[src/rtl/fwd_hazard_ctrl.sv]
// Operand forwarding select and load-use hazard control for a 5-stage pipeline.
// Latency: sel/stall are combinational from shadow EX/MEM/WB state plus ID inputs.
// Backpressure: stall drops pc_write/ifid_write and bubbles ID/EX for exactly one cycle.
module fwd_hazard_ctrl #(
  parameter int REG_AW = 3,
  parameter int CNT_W  = 16
) (
  input  logic              clk,
  input  logic              rst,
  input  logic              id_valid,
  input  logic [REG_AW-1:0] id_rs,
  input  logic [REG_AW-1:0] id_rt,
  input  logic              id_use_rs,
  input  logic              id_use_rt,
  input  logic              id_reg_write,
  input  logic [REG_AW-1:0] id_dest,
  input  logic              id_is_load,
  input  logic              flush,
  output logic [1:0]        fwd_a_sel,
  output logic [1:0]        fwd_b_sel,
  output logic              stall,
  output logic              pc_write,
  output logic              ifid_write,
  output logic              idex_bubble,
  output logic [CNT_W-1:0]  stall_cnt
);

  // EX needs source info for forwarding compares and the load flag for hazard detection.
  typedef struct packed {
    logic              valid;
    logic [REG_AW-1:0] rs;
    logic [REG_AW-1:0] rt;
    logic              use_rs;
    logic              use_rt;
    logic [REG_AW-1:0] dest;
    logic              reg_write;
    logic              is_load;
  } ex_stage_t;

  // MEM/WB only act as forwarding sources; a bubble is simply reg_write=0.
  // The load flag is not carried: a load result in MEM can never be the
  // selected source because the one-cycle stall moves the consumer past it.
  typedef struct packed {
    logic [REG_AW-1:0] dest;
    logic              reg_write;
  } wr_stage_t;

  localparam logic [1:0] SEL_RF  = 2'b00;
  localparam logic [1:0] SEL_MEM = 2'b01;
  localparam logic [1:0] SEL_WB  = 2'b10;
  localparam logic [CNT_W-1:0] CNT_ONE = {{(CNT_W-1){1'b0}}, 1'b1};

  ex_stage_t ex_q;
  ex_stage_t id_stage;
  wr_stage_t mem_q;
  wr_stage_t wb_q;
  logic      hit_rs;
  logic      hit_rt;

  // Youngest producer wins; r0 is never forwarded since it always reads zero.
  function automatic logic [1:0] pick_src(
    input logic [REG_AW-1:0] src,
    input logic              use_src,
    input wr_stage_t         mem_s,
    input wr_stage_t         wb_s
  );
    logic [1:0] sel;
    sel = SEL_RF;
    if (use_src && mem_s.reg_write && (mem_s.dest != '0) && (mem_s.dest == src)) begin
      sel = SEL_MEM;
    end else if (use_src && wb_s.reg_write && (wb_s.dest != '0) && (wb_s.dest == src)) begin
      sel = SEL_WB;
    end
    return sel;
  endfunction

  // Operand mux selects for the instruction currently in EX.
  always_comb begin
    fwd_a_sel = pick_src(ex_q.rs, ex_q.use_rs, mem_q, wb_q);
    fwd_b_sel = pick_src(ex_q.rt, ex_q.use_rt, mem_q, wb_q);
  end

  // Load in EX feeding the instruction in ID needs one bubble; flush overrides.
  always_comb begin
    hit_rs      = id_use_rs && (id_rs == ex_q.dest);
    hit_rt      = id_use_rt && (id_rt == ex_q.dest);
    stall       = ex_q.valid && ex_q.is_load && (ex_q.dest != '0) && id_valid &&
                  (hit_rs || hit_rt) && !flush;
    pc_write    = !stall;
    ifid_write  = !stall;
    idex_bubble = stall || flush;
  end

  // Pack the ID fields into the shape the EX shadow holds.
  always_comb begin
    id_stage.valid     = 1'b1;
    id_stage.rs        = id_rs;
    id_stage.rt        = id_rt;
    id_stage.use_rs    = id_use_rs;
    id_stage.use_rt    = id_use_rt;
    id_stage.dest      = id_dest;
    id_stage.reg_write = id_reg_write;
    id_stage.is_load   = id_is_load;
  end

  // Advance the shadow pipe; a bubble clears every EX field.
  always_ff @(posedge clk or posedge rst) begin
    if (rst) begin
      ex_q  <= '0;
      mem_q <= '0;
      wb_q  <= '0;
    end else begin
      ex_q            <= (id_valid && !idex_bubble) ? id_stage : '0;
      mem_q.dest      <= ex_q.dest;
      mem_q.reg_write <= ex_q.reg_write;
      wb_q            <= mem_q;
    end
  end

  // Saturating count of stall cycles.
  always_ff @(posedge clk or posedge rst) begin
    if (rst) begin
      stall_cnt <= '0;
    end else if (stall && (stall_cnt != '1)) begin
      stall_cnt <= stall_cnt + CNT_ONE;
    end
  end

endmodule

[config.mk]
export PLATFORM = sky130hd
export DESIGN_NAME = fwd_hazard_ctrl
export DESIGN_NICKNAME = d
export VERILOG_FILES = /design/src/rtl/fwd_hazard_ctrl.sv
export SDC_FILE = /design/constraint.sdc
export NUM_CORES = 1
export LEC_CHECK = 0
export CORE_UTILIZATION = 50
export DETAILED_ROUTE_END_ITERATION = 8
export PLACE_DENSITY = 0.81
export SLEW_MARGIN = 20
export SYNTH_ARGS = -nofsm -noshare
export SYNTH_HDL_FRONTEND = slang
export SYNTH_SLANG_ARGS = --single-unit
[constraint.sdc]
create_clock -name clk -period 5.1 [get_ports clk]
set_clock_uncertainty 0.15 [all_clocks]
set_input_delay 1.02 -clock clk [delete_from_list [all_inputs] [get_ports clk]]
set_output_delay 1.02 -clock clk [all_outputs]
set_load 0.05 [all_outputs]
**After elaboration in Yosys (flattened, before gate mapping)**

Cells that the tools add are included.
Widths: inputs -> output; s select.

- Reduce and logical (&&, ||, !) cells: 29
- Equal/unequal tests: 7
- Multiplexer cells: 5
- Add/subtract/negate cells: 1

Operators with widths:

| operator | count |
|---|---|
| $logic_and 1x1->1 | 21 |
| $eq 3x3->1 | 6 |
| $add 16x1->16 const B | 1 |
| $ne 16x16->1 const B | 1 |
| $mux 14 | 1 |
| $reduce_bool 3->1 | 3 |
| $mux 2 | 4 |
| $logic_not 1->1 | 3 |
| $logic_or 1x1->1 | 2 |

- Bits in registers: 38
- Word-level logic and storage cells: 55
- Input port bits: 17
- Output and inout port bits: 24

**Logic depth before layout (Yosys ltp)**

Gate-level depths: netlist of the first run.

- Depth in word-level cells: 9
- Gate-level depth with buffers: 7
- Mapped depth without buffers: 6

**Least setup slack after synthesis of the first run**

OpenSTA, ideal clock, no wires.

- Path type: reg2out
- From: register mem_q[1] in the netlist's numbering
- To: output port fwd_a_sel[1]
- Data required time: 3.930 ns
- Cell stages (with the launch flop): 4
- Buffers on the path: 0
- Setup slack: 1.800 ns
- Data arrival time: 2.130 ns
- Cells stage by stage: dfrtp_1 -> o31ai_1 -> nor2_1 -> nor3_1

- Word-level cells in the longest chain between the ends: 4
- Elaborated cells between the ends (all ways): 5
- Classes of those cells: eq/ne (1); mux (1); reduce/logical (3)

RTL lines:

| element | RTL line | source |
|---|---|---|
| start, declared | 55 | `wr_stage_t mem_q;` |
| $reduce_bool 3->1 | 69 | `if (use_src && mem_s.reg_write && (mem_s.dest != '0) && (mem_s.dest == src)) begin` |
| $logic_and 1x1->1 | 69 |  |
| $logic_and 1x1->1 (*) | 69 |  |
| $mux 2 (*) | 69 |  |
| end, declared | 19 | `output logic [1:0] fwd_a_sel,` |

Every way passes the cells marked *; elsewhere a longest branch is shown, timed or not.

**Worst setup path in the final report of the first run**

- From: input port id_rs[0]
- To: output port stall

- Word-level cells in the longest chain between the ends: 5

RTL lines:

| element | RTL line | source |
|---|---|---|
| start, declared | 11 | `input logic [REG_AW-1:0] id_rs,` |
| $eq 3x3->1 | 85 | `hit_rs = id_use_rs && (id_rs == ex_q.dest);` |
| $logic_and 1x1->1 | 85 |  |
| $logic_or 1x1->1 | 88 | `(hit_rs \|\| hit_rt) && !flush;` |
| $logic_and 1x1->1 | 87 | `stall = ex_q.valid && ex_q.is_load && (ex_q.dest != '0) && id_valid &&` |
| $logic_and 1x1->1 | 88 |  |
| end, declared | 21 | `output logic stall,` |

Every way passes these cells.

==> metrics.txt, run 1 <==
vias per cell 5.136; r2r startpoint ex_q[2]; drt first pass iters 4; Final Util 67.19%; crit-path max cell delay 0.81 ns; # DRC 0; WP buf/inv 3; # IOs 41; synth top area cells dfrtp_1, xnor2_1, and2_1; # rows 21; Power, Total 513.2 uW; DR vias 1207; Ant. Diodes 0; wire length per cell 13.43 microns; Min Clock Period, post-route 4.481 ns; Syn Inst Count 143; CTS Buffer Depth 2; # clock sinks 38; vias in the first global route 1180; unrepaired setup endpoints after global routing false; CP max stage cell clkdlybuf4s50_1; routability cong. 0.8004; clk slew on worst S/H paths 0.10 ns; Worst path most repeated cell clkdlybuf4s50_1; Avg Cell Area, Syn 12.17 sq um; GRT Total Usage 20.64%; crit path DAT 3.31 ns; Post-Syn Area 1740 sq um; CP startpoint id_rs[0]; Power Dens Cells 228.9 nW/um^2; worst reg2reg path depth 5; delay-heaviest family, CP buffers and inverters; #FFs+latches synth 38; status finished clean; worst-margin pin slew 0.6146 ns; die area 3721 sq um; Post-CTS Setup Bufs 0; hold_sp ex_q[1]; Achievable Freq 0.2232 GHz; Worst R2R Setup Slack 2.99 ns; Seq/Total Area, Yosys 54.64%; CTS H-Tree Depth 2; Synth top area share 54.64%; placed insts 227; Unique masters post-synth 31; Initial Utilization 52.16%; Root Buffer clkbuf_4; Finish-stage setup viols 0; first-pass GRT wire length 5444 microns; Fin Setup TNS 0 ns; Slew HR 58.84%; First DRT Iteration DRCs 26; post-route ant nets 0; initial antenna violation count 0; grt total ovfl 0; reg2reg end stall_cnt[1]; area grow syn2layout 28.83%; Hold Path Sink mem_q[0]; Post-CTS Hold Buffers 0; PortBufs 40; total wire length 3156 microns; CP max FO 10; Die Y-Extent 61 microns; CTS resizes 0; CP Class primary input to output port; startpoint types primary input; CTS Buf Count 5; pins over their slew limit 0; worst hold path class register to register; # Max-Cap Violations 0; Synth area leader dfrtp_1; Area after DPL 2182 sq um; static leakage 0.9473 nW; Final Hold Vio Count 0; Worst-Skew Late Latency 0.34 ns; syn nets 161; Core ar. 3337 sq um; Post-DP HPWL 2433 microns; Crit. End Element output port; fin nets 206; Yosys warnings 0; Worst IR Drop VDD 0.0001468 V; Final Cell Area 2242 sq um; final period utilization 87.87%; largest net degree at the start of global routing 39; CP required 3.93 ns; filler instances 281; crit path cell chain clkdlybuf4s50_1 -> xnor2_1 -> nand4_1 -> a211o_1 -> inv_4 -> clkdlybuf4s50_1; layout cells sized above 1 10.05%; chip width 61 microns; CTS tree yes; WHS Path Cells 0; Non-Filler Instances 235
## worst max path at each step
stage | slack, ns | to | depth (start not counted)
5_1_grt | 0.52 | stall | 6
3_5_place_dp | 0.61 | stall | 6
6_report | 0.62 | stall | 6
4_1_cts | 0.61 | stall | 6
2_1_floorplan | 1.80 | fwd_a_sel[1] | 3
3_3_place_gp | 0.70 | stall | 6
## area by class of cell
type	count	area, sq um	share of cell area (%)
multi-input combinational	99	752.0	33.54
sequential	38	950.9	42.41
timing repair buffer	41	407.9	18.19
tap	46	57.56	2.567
clock buffer	7	55.05	2.455
clock inverter	1	5.005	0.2232
inverter	3	13.76	0.6138
## stage by stage
step	worst slack (ns)	hold slack, ns
after floorplan	1.800	0.1812
after CTS	0.6135	0.2297
after global placement	0.6986	0.1853
after detailed placement	0.6118	0.2068
final	0.6188	0.2230
after global routing	0.5208	0.2315
## cell usage after synthesis (all sizes together)
| cell | n |
|---|---|
| or3 | 1 |
| dfrtp | 38 |
| nand2 | 2 |
| nand4 | 13 |
| ha | 1 |
| mux2 | 1 |
| nor4 | 2 |
| a211o | 1 |
| xnor2 | 27 |
| o31ai | 2 |
| nor3 | 7 |
| nor2 | 5 |
| nor3b | 2 |
| nand3 | 9 |
| buf | 3 |
| xor2 | 6 |
| a21oi | 1 |
| or2 | 1 |
| and3 | 1 |
| inv | 3 |
| and4 | 2 |
| o21a | 1 |
| and2 | 14 |
## state kept, by name, indices dropped and copies added (netlist names)
signal	flops
wb_q	4
stall_cnt	16
ex_q	14
mem_q	4
## cell usage in the layout (no fill, tap or decap), types with 2 or more instances in the layout
| master | netlist | routed |
|---|---|---|
| clkbuf_4 | 0 | 5 |
| nand2_1 | 2 | 2 |
| nor3b_2 | 2 | 2 |
| nor3_1 | 6 | 6 |
| clkdlybuf4s50_1 | 0 | 40 |
| xor2_1 | 6 | 6 |
| and2_1 | 14 | 14 |
| nor2_1 | 4 | 4 |
| xnor2_1 | 27 | 27 |
| o31ai_1 | 2 | 2 |
| nand4_1 | 13 | 13 |
| inv_1 | 2 | 2 |
| dfrtp_1 | 38 | 38 |
| nand3_1 | 8 | 8 |
## report_power, final
group          total, mW  internal, mW  switching [mW]
logic             0.0414        0.0235          0.0180
registers          0.315         0.308         0.00674
clock network      0.157        0.0668          0.0902
total              0.513         0.398           0.115
## logic make-up after synthesis
kind of cell	Yosys count	synth area share [%]
AND/OR/NAND/NOR	59	22.93
XOR/XNOR	33	16.61
flip-flops	38	54.64
AO/OA/AOI/OAI	5	2.085
multiplexers	1	0.8624
buffers and inverters	6	2.157
adder cells (fa/ha/maj)	1	0.7188
## routing by layer
metal  track usage, %  vias to the layer above  share of wire, %
met2            33.12                       28                50
met4            10.39                        0               2.9
met5                0                        -                 0
met1            26.30                      579                44
li1                 -                      589                 -
met3            4.904                       11               3.2
No activity file was read; power rests on OpenSTA's default activity.
==> run 2, diff against run 1 <==
--- a/config.mk
+++ b/config.mk
@@ -6,7 +6,7 @@
 export NUM_CORES = 1
 export LEC_CHECK = 0
-export CORE_UTILIZATION = 50
+export CORE_UTILIZATION = 40
 export DETAILED_ROUTE_END_ITERATION = 8
-export PLACE_DENSITY = 0.81
+export PLACE_DENSITY = 0.67
 export SLEW_MARGIN = 20
 export SYNTH_ARGS = -nofsm -noshare
==> constraint.sdc (replaced) <==
create_clock -name clk -period 5.1 [get_ports clk]
set_clock_uncertainty 0.15 [all_clocks]
set_input_delay 0.765 -clock clk [delete_from_list [all_inputs] [get_ports clk]]
set_output_delay 0.765 -clock clk [all_outputs]
set_load 0.05 [all_outputs]
==> metrics.txt, run 2 (synthesized netlist as in run 1, its figures left out) <==
status finished clean; most flop-heavy register stall_cnt; Fin Setup TNS 0 ns (unchanged); Worst IR Drop VDD 0.0001331 V (-9.4%); filler instances 350 (+25%); largest net degree at the start of global routing 39 (unchanged); unrepaired setup endpoints after global routing false; CP max FO 10 (unchanged); crit path DAT 3.03 ns (-0.28 ns); Slew HR 61.09% (+2.2 points); # clock sinks 38 (unchanged); Post-DP HPWL 2463 microns (+1.2%); most frequent cells in the layout clkdlybuf4s50_1, dfrtp_1, xnor2_1; static leakage 0.9551 nW (+0.83%); chip width 67.96 microns (+11%); # rows 23 (+9.5%); CP Class primary input to output port; area grow syn2layout 30.41%; Initial Utilization 42.59% (-9.6 points); die area 4619 sq um (+24%); worst-margin pin slew 0.5811 ns (-0.03350 ns); CTS tree yes; PortBufs 40 (unchanged); Final Hold Vio Count 0 (unchanged); drt first pass iters 2 (-2); Die Y-Extent 67.96 microns (+11%); first-pass GRT wire length 5492 microns (+0.88%); CTS H-Tree Depth 2 (unchanged); Core ar. 4086 sq um (+22%); # DRC 0 (unchanged); post-route ant nets 0 (unchanged); wire length per cell 13.62 microns (+1.4%); CTS resizes 0 (unchanged); DR vias 1197 (-0.83%); vias per cell 5.051 (-1.7%); Worst-Skew Late Latency 0.29 ns (-0.05 ns); First DRT Iteration DRCs 43 (+65%); # IOs 41 (unchanged); Min Clock Period, post-route 3.941 ns (-0.5403 ns); final period utilization 77.27% (-11 points); biggest regs stall_cnt x16, ex_q x14; Finish-stage setup viols 0 (unchanged); fin nets 206 (unchanged); # Max-Cap Violations 0 (unchanged); Achievable Freq 0.2537 GHz (+14%); grt total ovfl 0 (unchanged); Post-CTS Setup Bufs 0 (unchanged); CP required 4.18 ns (+0.25 ns); final hold slack 0.2161 ns (-0.006862 ns); clk slew on worst S/H paths 0.06 ns (-0.04 ns); Crit. End Element output port; CTS Buf Count 5 (unchanged); Root Buffer clkbuf_8; initial antenna violation count 0 (unchanged); pins over their slew limit 0 (unchanged); GRT Total Usage 16.32% (-4.3 points); Power Dens Cells 245.5 nW/um^2 (+7.3%); Post-CTS Hold Buffers 0 (unchanged); total wire length 3228 microns (+2.3%); worst hold path class register to register; vias in the first global route 1176 (-0.34%); commonest non-fill, non-tap cell in the layout clkdlybuf4s50_1; routability cong. 0.8555 (+6.9%); startpoint types primary input; CTS Buffer Depth 2 (unchanged); max reg flops 16 (unchanged); layout cells sized above 1 9.626% (-0.43 points); Ant. Diodes 0 (unchanged)
==> run 2: layout make-up <==
type / instances / area [sq um] / area share, %
well taps: 50 / 62.56 / 2.756
inverters: 3 / 13.76 / 0.6064
multi-input cells: 99 / 752.0 / 33.13
clock buffers: 6 / 82.58 / 3.638
flip-flops and latches: 38 / 950.9 / 41.90
repair buffers: 41 / 407.9 / 17.97
==> run 2: per-stage QoR <==
step                cells  cell area [sq um]  setup WS, ns  power, mW  utilization (%)
finish                237               2270         1.159     0.5572            55.54
global route          237               2270         1.021     0.5832            55.54
CTS                   237               2270         1.154     0.5665            55.54
detailed placement    231               2187         1.156     0.3629            53.52
global placement      231               2187         1.194     0.3616            53.52
floorplan             143               1740         2.055     0.3421                -
==> run 2: critical path, stage by stage <==
cell and delay [ns]:
clkdlybuf4s50_1 0.50, xnor2_1 0.12, nand4_1 0.15, a211o_1 0.50, inv_4 0.16, clkdlybuf4s50_1 0.82
==> run 2: per-layer routing <==
layer  vias up  part of all wire (%)  GRT usage (%)
met2        19                    51          25.74
met5         -                     0              0
met4         0                   2.5          9.375
met3         8                   2.4          3.500
li1        582                     -              -
met1       588                    44          20.55
==> run 2: where the power goes <==
part	switching (mW)	internal (mW)
registers	0.00658	0.308
logic	0.0180	0.0234
clock network	0.0968	0.104
total	0.121	0.436
==> run 2: worst paths after layout <==
kind	depth (start not counted)	slack [ns]	endpoint	startpoint
min	0	0.22	mem_q[0]	ex_q[1]
min in group asynchronous	3	0.73	stall_cnt[13]	rst
max reg2reg	5	3.03	stall_cnt[1]	ex_q[4]
min reg2reg	0	0.22	mem_q[0]	ex_q[1]
max in group asynchronous	3	3.74	ex_q[2]	rst
max	6	1.16	stall	id_rs[0]
==> variant 1 (settings of run 2) <==
The parameter `CNT_W` goes from 16 to 32.
--- a/src/rtl/fwd_hazard_ctrl.sv
+++ b/src/rtl/fwd_hazard_ctrl.sv
@@ -3,7 +3,7 @@
 // Backpressure: stall drops pc_write/ifid_write and bubbles ID/EX for exactly one cycle.
 module fwd_hazard_ctrl #(
   parameter int REG_AW = 3,
-  parameter int CNT_W  = 16
+  parameter int CNT_W  = 32
 ) (
   input  logic              clk,
   input  logic              rst,
Interface: changed (resized stall_cnt); port bits go from 41 to 57. No check against the original RTL was run, so the function may have changed too.
==> variant 1 against run 2 <==
  * Power is 39% higher
  * Synthesized cell count is 59% higher
  * Worst setup slack improved by 0.051 ns
  * Sequential cell count is 16 higher
  * Design area up 47%
  * Area after synthesis grew 47%
  * Fmax is 1.3% higher
  * Wire length rose by 67%
  * Combinational power increased by 7.7%
  * Largest power group unchanged
==> variant 1: results (changes against run 2) <==
| Metric | Value |
|---|---|
| Period utilization | `76.3% (-0.99 points)` |
| #FFs+latches synth | `54 (+42%)` |
| Layout net count | `307 (+49%)` |
| Inst Count DP | `357 (+55%)` |
| FF-to-FF setup slack | `2.66 ns (-0.37 ns)` |
| Status | `finished clean` |
| GRT Util Overall | `18.1% (+1.7 points)` |
| Register area | `1350 sq um (+42%)` |
| DR vias | `1,937 (+62%)` |
| Layout Cells excl Fill | `365 (+54%)` |
| Post-place instance area | `3210 sq um (+47%)` |
| Synth Area in XOR/XNOR | `16.8% (+0.22 points)` |
| # port buffers | `56 (+40%)` |
| Final WL | `5.38 mm (+67%)` |
| Ranking of synthesized cells by area | `dfrtp_1, xnor2_1, nand4_1` |
| Largest registers | `stall_cnt x32, ex_q x14` |
| DRT iter0 DRCs | `120 (+180%)` |
| CP arrival | `2.98 ns (-0.05 ns)` |
| Sw frac | `21.9% (+0.12 points)` |
| Leakage | `1.31 nW (+37%)` |
| Vias in the first global route | `1,811 (+54%)` |
| First-pass GRT wire length | `9.10 mm (+66%)` |
| Max reg flops | `32 (+16)` |
| Synth Cell Area | `2550 sq um (+47%)` |
| Clock buf/inv share | `3.42% (-0.22 points)` |
| Multi-input gate area | `1170 sq um (+55%)` |
| Pre-CTS setup slack | `1.19 ns (+0.0379 ns)` |
| Post-DP HPWL | `3.81 mm (+55%)` |
| Multi-In Gates | `165 (+67%)` |
| Reg2Reg Capture Point | `stall_cnt[29]` |
| Synth top cells by count | `dfrtp_1, xnor2_1, nand4_1, nand3_1, and2_1` |
| VDD IR max | `121 uV (-8.9%)` |
| Pre-Repair DR Iteration Count | `5 (+3)` |
| Crit Path Max Fanout | `3 (-7)` |
| CP startpoint | `id_rt[2]` |
| Register area share after synthesis | `53.0% (-1.6 points)` |
| GPL Wtd Cong | `0.801 (-6.4%)` |
| Fraction of layout cells with a size suffix above 1 | `8.62% (-1.0 points)` |
| Rel. slew slack | `56.4% (-4.7 points)` |
| Critical R2R Launch | `stall_cnt[8]` |
| Post-synthesis mux area share | `0.442% (-0.42 points)` |
| Pin count of the biggest net entering global routing | `55 (+41%)` |
| Share of synthesized cell area in full adder, half adder and majority cells | `0.491% (-0.23 points)` |
variant 1: cell count changes in the layout (fill, tap and decap cells not counted), sizes merged, moves of 2 or more:
cell / before / now
xnor2: 27 / 48
nand4: 13 / 30
clkdlybuf4s50: 40 / 56
dfrtp: 38 / 54
and3: 1 / 11
nand3: 9 / 18
nand2: 2 / 8
xor2: 6 / 1
buf: 1 / 4
a31oi: 0 / 2
clkinvlp: 0 / 2
nor2: 5 / 7
nor3: 7 / 5
variant 1: through the flow:
stage	hold WS, ns	utilization [%]
after detailed placement	0.210	53.3
final	0.229	55.3
after global placement	0.184	53.3
after floorplan	0.181	-
after global routing	0.233	55.3
after CTS	0.232	55.2
variant 1: logic make-up (layout without fill, tap and decap cells):
logic type,Yosys count,count (layout)
adder cells (fa/ha/maj),1,1
AND/OR/NAND/NOR,106,106
XOR/XNOR,49,49
buffers and inverters,9,71
AO/OA/AOI/OAI,8,8
multiplexers,1,1
flip-flops,54,54
variant 1: power by group through the flow:
| stage | clock (mW) | sequential (mW) | combinational [mW] |
|---|---|---|---|
| 6_report | 0.288 | 0.442 | 0.0446 |
| 5_1_grt | 0.307 | 0.443 | 0.0499 |
| 4_1_cts | 0.291 | 0.442 | 0.0455 |
| 3_5_place_dp | 0 | 0.450 | 0.0454 |
| 3_3_place_gp | 0 | 0.450 | 0.0447 |
| 2_1_floorplan | 0 | 0.449 | 0.0245 |
variant 1: routing by layer:
layer	GRT usage (%)	part of all wire, %	vias to the layer above
li1	-	-	933
met1	25.5	48	954
met2	28.5	47	44
met3	3.22	3.7	6
met4	4.74	0.85	0
met5	0	0	-
variant 1: worst max-delay path, cell delays in order:
cell	delay, ns
clkdlybuf4s50_1	0.51
xnor2_1	0.13
nand4_1	0.23
a211oi_2	0.45
clkdlybuf4s50_1	0.88
==> variant 2 (flow settings as in run 2) <==
Made on the original files. Put one more register stage on the output `stall_cnt`. The value now appears one clock later. The other outputs are not delayed to match.
--- a/src/rtl/fwd_hazard_ctrl.sv
+++ b/src/rtl/fwd_hazard_ctrl.sv
@@ -49,6 +49,8 @@
   localparam logic [1:0] SEL_MEM = 2'b01;
   localparam logic [1:0] SEL_WB  = 2'b10;
   localparam logic [CNT_W-1:0] CNT_ONE = {{(CNT_W-1){1'b0}}, 1'b1};
+
+  logic [CNT_W-1:0] stall_cnt_s0;
 
   ex_stage_t ex_q;
   ex_stage_t id_stage;
@@ -120,10 +122,14 @@
   // Saturating count of stall cycles.
   always_ff @(posedge clk or posedge rst) begin
     if (rst) begin
-      stall_cnt <= '0;
-    end else if (stall && (stall_cnt != '1)) begin
-      stall_cnt <= stall_cnt + CNT_ONE;
+      stall_cnt_s0 <= '0;
+    end else if (stall && (stall_cnt_s0 != '1)) begin
+      stall_cnt_s0 <= stall_cnt_s0 + CNT_ONE;
     end
+  end
+
+  always_ff @(posedge clk) begin
+    stall_cnt <= stall_cnt_s0;
   end
 
 endmodule
Function: changed (Yosys sat finds a counterexample within 4 cycles, from zero or initial values and one cycle with rst high).
==> variant 2 against run 2 <==
  * Worst setup slack gained 0.040 ns
  * Sequential cell count grew 16
  * Non-clock buffer count is the same
  * Register-to-register slack lost 0.16 ns
  * Area after synthesis grew 21%
  * Power grew 38%
  * Wire length grew 5.9%
  * Design area grew 18%
  * Global-route usage shrank 2.3 points
  * Critical path depth is the same
==> variant 2: results (changes against run 2) <==
| Metric | Value |
|---|---|
| GPL Wtd Cong | `0.721 (-16%)` |
| Post-DP HPWL | `2.53 mm (+2.6%)` |
| Per-cell via count in the routed design | `4.62 (-8.6%)` |
| Inst Count DP | `270 (+17%)` |
| First-pass GRT wire length | `5.58 mm (+1.5%)` |
| Pre-CTS setup slack | `1.19 ns (+0.0317 ns)` |
| Pint | `617 uW (+42%)` |
| Filler Cell Count | `474 (+35%)` |
| Async SR Flop Fraction | `70.4% (-30 points)` |
| Net Count, Synth | `181 (+12%)` |
| Routed length per placed instance | `12.3 um (-9.7%)` |
| Cells after synthesis | `163 (+14%)` |
| DRT iter0 DRCs | `56 (+30%)` |
| Status | `finished clean` |
| Synth top cells by count | `dfrtp_1, xnor2_1, dfxtp_1, and2_1, nand4_1` |
| VDD IR max | `174 uV (+31%)` |
| Vias in the first global route | `1,171 (-0.43%)` |
| Fraction of layout cells with a size suffix above 1 | `9.13% (-0.49 points)` |
| Worst Tran Pin Value | `0.633 ns (+0.0516 ns)` |
| Crit Path Max Fanout | `9 (-1)` |
| DR vias | `1,284 (+7.3%)` |
| Largest registers | `stall_cnt x16, stall_cnt_s0 x16, ex_q x14` |
| Ranking of synthesized cells by area | `dfrtp_1, dfxtp_1, xnor2_1` |
| Register area share after synthesis | `60.5% (+5.9 points)` |
| Leakage | `1.12 nW (+17%)` |
| Longest Clk Path Bufs | `2 (unchanged)` |
| GRT Util Overall | `14.0% (-2.3 points)` |
| CP arrival | `2.99 ns (-0.04 ns)` |
| Clock Pin Slew Worst Setup and Hold Paths | `0.08 ns (+0.02 ns)` |
| Cell variety after synth | `33 (+6.5%)` |
| Layout net count | `225 (+9.2%)` |
| Pre-Repair DR Iteration Count | `4 (+2)` |
| Leading cell type in the layout, fill and taps excluded | `clkdlybuf4s50_1` |
variant 2: kinds of logic after synthesis:
family          Yosys count  share of synthesized area, %
compound gates            5                          2.32
flops                    54                          60.5
mux                       2                          1.01
buf+inv                   7                          1.91
xor+xnor                 32                          13.7
simple gates             62                          20.0
fa+ha+maj                 1                         0.595
variant 2: final timing paths:
path | slack (ns) | start | endpoint | depth (start not counted)
worst max register to register | 2.87 | stall_cnt_s0[0] | stall_cnt_s0[1] | 6
worst min register to register | 0.20 | ex_q[1] | mem_q[0] | 0
worst min-delay path | 0.20 | ex_q[1] | mem_q[0] | 0
worst max-delay path | 1.20 | id_rs[1] | stall | 6
min in group asynchronous | 0.72 | rst | wb_q[1] | 3
max in group asynchronous | 3.75 | rst | stall_cnt_s0[15] | 3
variant 2: power groups by stage:
| stage | Sequential (mW) | Clock (mW) | Combinational [mW] |
|---|---|---|---|
| floorplan | 0.448 | 0 | 0.0245 |
| global placement | 0.449 | 0 | 0.0445 |
| detailed placement | 0.449 | 0 | 0.0448 |
| CTS | 0.440 | 0.298 | 0.0450 |
| global route | 0.441 | 0.312 | 0.0482 |
| finish | 0.440 | 0.288 | 0.0438 |
variant 2: final cells by class:
type	instances	area, sq um	share of cell area, %
inverters	3	11.3	0.420
flip-flops and latches	54	1270	47.4
well taps	70	87.6	3.26
repair buffers	41	408	15.2
clock buffers	7	86.3	3.22
multi-input cells	102	790	29.4
clock inverters	1	30.0	1.12
variant 2: critical path: stages:
cell and delay (ns):
clkdlybuf4s50_1 0.51, xnor2_2 0.12, nand4_2 0.18, a211o_1 0.50, inv_1 0.10, clkdlybuf4s50_1 0.80
variant 2: metal layers:
layer | share of wire, % | vias up | GRT usage, % | routed length [um]
met3 | 4.2 | 5 | 4.47 | 143
met2 | 43 | 35 | 19.8 | 1480
li1 | - | 644 | - | -
met4 | 2.0 | 0 | 8.18 | 70
met1 | 50 | 600 | 18.9 | 1720
met5 | 0 | - | 0 | 0
